## src/rtl/audio_mix_sequencer.sv

```systemverilog
// Time-multiplexed PCM mixer: snapshots all sources on a sample strobe, accumulates
// one attenuated source per cycle, then applies master attenuation and saturation.
module audio_mix_sequencer #(
    parameter int NUM_SRC = 4,
    parameter int PCM_W   = 14,
    parameter int OUT_W   = 16,
    parameter int ATT_W   = 4
) (
    input  logic                     clk_logic,
    input  logic                     system_reset_n,
    input  logic                     sample_strobe_i,
    input  logic [NUM_SRC*PCM_W-1:0] src_pcm_i,
    input  logic [NUM_SRC-1:0]       src_enable_i,
    input  logic [NUM_SRC*ATT_W-1:0] src_atten_i,
    input  logic [2:0]               master_atten_i,
    input  logic                     clear_overrun_i,
    output logic [OUT_W-1:0]         mix_o,
    output logic                     mix_valid_o,
    output logic                     clip_o,
    output logic                     busy_o,
    output logic                     overrun_o
);
    localparam int IDX_W = (NUM_SRC > 1) ? $clog2(NUM_SRC) : 1;
    localparam int ACC_W = PCM_W + $clog2(NUM_SRC) + 1;
    localparam int SC_W  = ACC_W + OUT_W - PCM_W;
    localparam int UP_SH = OUT_W - PCM_W;

    typedef enum logic [1:0] {IDLE, ACCUM, OUTPUT} state_t;

    state_t                    state_q, state_d;
    logic signed [PCM_W-1:0]   pcm_q [NUM_SRC];
    logic [ATT_W-1:0]          att_q [NUM_SRC];
    logic [NUM_SRC-1:0]        en_q;
    logic [2:0]                master_q;
    logic signed [ACC_W-1:0]   acc_q, term;
    logic [IDX_W-1:0]          idx_q;
    logic signed [SC_W-1:0]    scaled;
    logic [SC_W-OUT_W:0]       scaled_hi;
    logic                      sat;
    logic [OUT_W-1:0]          mix_q, mix_d;
    logic                      mix_valid_q, clip_q, overrun_q;
    logic                      last_src, accept;

    assign last_src = (idx_q == IDX_W'(NUM_SRC - 1));
    assign accept   = sample_strobe_i && (state_q == IDLE);

    always_comb begin
        state_d = state_q;
        case (state_q)
            IDLE:    if (sample_strobe_i) state_d = ACCUM;
            ACCUM:   if (last_src) state_d = OUTPUT;
            OUTPUT:  state_d = IDLE;
            default: state_d = IDLE;
        endcase
    end

    // Shifts are arithmetic throughout, so negative values round toward -inf.
    always_comb begin
        term = '0;
        if (en_q[idx_q]) term = ACC_W'(pcm_q[idx_q]) >>> att_q[idx_q];
        scaled    = (SC_W'(acc_q) <<< UP_SH) >>> master_q;
        scaled_hi = scaled[SC_W-1:OUT_W-1];
        sat       = !((&scaled_hi) || !(|scaled_hi));
        mix_d     = scaled[OUT_W-1:0];
        if (sat) mix_d = scaled[SC_W-1] ? {1'b1, {(OUT_W-1){1'b0}}} : {1'b0, {(OUT_W-1){1'b1}}};
    end

    always_ff @(posedge clk_logic or negedge system_reset_n) begin
        if (!system_reset_n) begin
            state_q     <= IDLE;
            en_q        <= '0;
            master_q    <= '0;
            acc_q       <= '0;
            idx_q       <= '0;
            mix_q       <= '0;
            mix_valid_q <= 1'b0;
            clip_q      <= 1'b0;
            overrun_q   <= 1'b0;
            for (int k = 0; k < NUM_SRC; k++) begin
                pcm_q[k] <= '0;
                att_q[k] <= '0;
            end
        end else begin
            state_q     <= state_d;
            mix_valid_q <= (state_q == OUTPUT);
            clip_q      <= (state_q == OUTPUT) && sat;
            if (accept) begin
                en_q     <= src_enable_i;
                master_q <= master_atten_i;
                acc_q    <= '0;
                idx_q    <= '0;
                for (int k = 0; k < NUM_SRC; k++) begin
                    pcm_q[k] <= src_pcm_i[k*PCM_W +: PCM_W];
                    att_q[k] <= src_atten_i[k*ATT_W +: ATT_W];
                end
            end
            if (state_q == ACCUM) begin
                acc_q <= acc_q + term;
                if (!last_src) idx_q <= idx_q + 1'b1;
            end
            if (state_q == OUTPUT) mix_q <= mix_d;
            // A strobe while busy beats a simultaneous clear.
            if (sample_strobe_i && (state_q != IDLE)) overrun_q <= 1'b1;
            else if (clear_overrun_i)                 overrun_q <= 1'b0;
        end
    end

    assign mix_o       = mix_q;
    assign mix_valid_o = mix_valid_q;
    assign clip_o      = clip_q;
    assign busy_o      = (state_q != IDLE);
    assign overrun_o   = overrun_q;
endmodule

```

## config.mk

```make
export PLATFORM = sky130hd
export DESIGN_NAME = audio_mix_sequencer
export DESIGN_NICKNAME = d
export VERILOG_FILES = /design/src/rtl/audio_mix_sequencer.sv
export SDC_FILE = /design/constraint.sdc
export NUM_CORES = 1
export LEC_CHECK = 0
export CORE_MARGIN = 3
export CORE_UTILIZATION = 50
export CTS_BUF_LIST = sky130_fd_sc_hd__clkbuf_4 sky130_fd_sc_hd__clkbuf_8
export DETAILED_ROUTE_END_ITERATION = 7
export PLACE_DENSITY = 0.8
export SKIP_LAST_GASP = 1
export SYNTH_ARGS = -nofsm -noshare
export SYNTH_HDL_FRONTEND = slang
export SYNTH_SLANG_ARGS = --single-unit
```

## constraint.sdc

```tcl
create_clock -name clk_logic -period 4.22 [get_ports clk_logic]
set_clock_uncertainty 0.05 [all_clocks]
set_input_delay 0.633 -clock clk_logic [delete_from_list [all_inputs] [get_ports clk_logic]]
set_output_delay 0.633 -clock clk_logic [all_outputs]
set_load 0.01 [all_outputs]
```

==> metrics.md <==
| Metric | Value |
|---|---|
| Pin slew with the least headroom to its limit | between 0.9 and 1 ns |
| Unrepaired setup endpoints after global routing | true |
| Tmin final | between 4 and 5 ns |
| Post-synthesis area per instance | approximately 11 sq um |
| Clock insertion delay at the later pin of the skew report | ~0.45 ns |
| Initial core utilization | a little over half |
| Number of CTS-inserted buffers | 17 |
| Number of enable flip-flop cells after synthesis | 0 |
| Die W | between 100 and 150 um |
| Via count of the routed design | ~5,400 |
| Top Ports | 103 |
| Wire length of the first global-routing pass | ~26,000 um |
| Data required time at the worst endpoint | 4.46 ns |
| Die extent in y | 122 um |
| Most frequent CP cell | a211oi_1 |
| Final weighted congestion in routability-driven placement | a little over 0.9 |
| CTS tree | done |
| Max cap viols | 0 |
| Library cells used by synthesis | between 50 and 60 |
| Final ANT Viol Nets | 0 |
| 1st-iter DRT viols | around 410 |
| Number of register bits inferred by synthesis | 119 |
| Critical Path Fanout Max | 8 |
| Number of hold buffers added after CTS | 0 |
| Detailed-route wire length per cell | around 18 um |
| Cell at the root of the clock tree | clkbuf_8 |
| Overall die area | 15,000 sq um |
| Slew headroom | a little over a third |
| Site row count | 41 |
| Number of global-route vias before repair | about 5,400 |
| Net count after synthesis | just over 700 |
| Synthesis Warnings | 0 |
| Arrival time worst endpoint | 4.36 ns |
| Maximum operating frequency | ~240 MHz |
| Critical-path cell list | buf_12 > mux4_2 > nor2b_1 > a211oi_1 > a211oi_1 > a211oi_1 > nor3_2 > ha_2 > fa_2 > a211o_1 > a211o_1 > nand3_2 > nand3b_1 > a31oi_1 > xor2_1 > o21ai_0 |
| Maximum number of pins on one net before global-route repair | 76 |
| Slowest cell delay on critical path | between 0.5 and 0.6 ns |
| Fraction of synthesized cell area taken by the top area cell type | a little over two fifths |
| DRC Markers | 0 |
| Reg clk slew, reported paths | approximately 0.08 ns |
| Total Wirelength | ~16,000 um |
| Synthesized area | between 6000 and 7000 sq um |
| Total setup violations reported at the end of the flow | 0 |
| Bufs on Longest Clock Path | 2 |
| Number of buffers added on ports | about 100 |
| Area Overhead vs Synth | 26.5% |
| Sequential share of the synthesized area | 44.0% |
| Number of antenna violations at the first check in global routing | 0 |
| TritonCTS sink count | 119 |
| Startpoint-to-endpoint class of the critical path | flop to flop |
| Final Cycle Share | just under 100% |
| H-Tree Depth | 4 |
| Aggregate global-route resource usage | between 20% and 30% |
| Count of placed standard cells in the final layout, fillers left out | approximately 930 |
| Fraction of final layout cells sized beyond drive strength 1 | between 20% and 30% |
| Antenna diode count | 0 |
| Kind of path behind the tightest hold check | primary input to asynchronous set/reset pin |
| Number of hold-slack violations in the final timing report | 0 |
| Outcome | completed |
| Pins over their slew limit | 0 |
| Commonest register cell after synthesis | dfrtp_1 |
| Post-synth ARST share | 100% |
| Detailed placer's ending HPWL | roughly 11,000 um |
| Residual overflow from global routing | 0 |
| NumNets Final | roughly 840 |
| Cell taking the most area after synthesis | dfrtp_1 |
| Main area contributors after synthesis | dfrtp_1 44%, mux2_2 14%, mux4_2 5.7% |
| Count of TritonRoute iterations in the first routing pass | 5 |
| Critical Path Slowest Stage Cell | mux4_2 |
| Sort of element at the end of the critical path | flop |
| CORE AREA | about 13,000 sq um |
| Synthesized instance count | between 600 and 700 |
| Number of placed instances, taps included | ~870 |
| Vias per inst | between 5 and 6 |
| Crit start category | flop |
## worst max-delay path, delay by kind of cell (launching register included)
family          cells  cell delay (ns)
simple gates        4             0.46
flops               1             0.45
buf+inv             1             0.16
xor+xnor            1             0.17
mux                 1             0.51
fa+ha+maj           2             0.60
compound gates      7             1.55
## Yosys cell counts, types with 9 or more instances
| cell | count |
|---|---|
| ha_1 | 17 |
| a21o_1 | 9 |
| clkbuf_1 | 18 |
| a21oi_1 | 46 |
| buf_2 | 13 |
| mux2i_1 | 32 |
| nand2_1 | 66 |
| o21ai_0 | 21 |
| a211oi_1 | 10 |
| mux2_2 | 84 |
| mux4_2 | 17 |
| a31oi_1 | 13 |
| o22ai_1 | 9 |
| nor2_1 | 48 |
| inv_1 | 13 |
| dfrtp_1 | 119 |
## cell families after synthesis
family / count (synthesis) / synth area share [%]
adders and majority gates: 18 / 3.44
DFF: 119 / 44.0
buffers and inverters: 52 / 3.92
and+or+nand+nor: 149 / 9.60
xor gates and xnor gates: 12 / 1.55
muxes: 134 / 24.7
AOI/OAI and AO/OA: 138 / 12.8
## repair_timing
action	4_1_cts	5_1_grt
buffers inserted	3	17
gates cloned	1	1
pin swaps	0	2
endpoints found under the setup margin	2	9
gates resized for setup	0	16
endpoints found under the hold margin	0	0
## state kept, by name, summed over array words and instances, names as in the netlist
signal	cells
master_q	3
state_q	2
overrun_o	1
pcm_q	56
en_q	4
mix_valid_o	1
idx_q	2
acc_q	17
clip_o	1
att_q	16
mix_o	16
## cells in the final DEF, fill, tap and decap left out, drive strengths merged, types with 22 or more instances in the layout
cell,instances
dfrtp,119
clkdlybuf4s50,101
mux2,84
nand2,66
nor2,52
a21oi,46
buf,35
mux2i,32
o21ai,24
clkbuf,22
## worst paths after layout
path,from,endpoint,slack (ns),depth (start not counted)
hold reg to reg,pcm_q[20],pcm_q[20],0.46,1
min in group clk_logic,pcm_q[20],pcm_q[20],0.46,1
hold / removal,system_reset_n,pcm_q[13],0.28,1
setup reg to reg,idx_q[0],acc_q[14],0.10,16
max in group asynchronous,system_reset_n,idx_q[0],2.95,2
setup / recovery,idx_q[0],acc_q[14],0.10,16
## final cells by class
class / instances / area (sq um)
clock buffers: 21 / 283
fillers: 973 / 4360
repair buffers: 137 / 1340
clock inverters: 11 / 88.8
well taps: 172 / 215
inverters: 14 / 55.1
multi-input cells: 452 / 3610
flip-flops and latches: 119 / 2980
## metal layers
layer  wire, um  vias up  global-route usage, %
li1           -     2513                      -
met1       6820     2652                   28.3
met2       8310      185                   37.7
met3        896       42                   5.58
met4        400        0                   7.70
met5          0        -                      0
## stage by stage
| step | setup TNS, ns | util, % | hold WS (ns) | cell area, sq um | worst slack [ns] |
|---|---|---|---|---|---|
| after global routing | -0.218 | 66.3 | 0.339 | 8570 | -0.0631 |
| after floorplan | 0 | - | 0.287 | 6770 | 0.382 |
| final | 0 | 66.3 | 0.284 | 8570 | 0.103 |
| after global placement | 0 | 61.4 | 0.434 | 7930 | 0.0885 |
| after CTS | 0 | 64.6 | 0.297 | 8350 | 0.00707 |
| after detailed placement | -0.0896 | 61.4 | 0.438 | 7930 | -0.0677 |
Power is not shown: default switching activity piles up to over one toggle a cycle in this logic, so the estimate is an artifact.
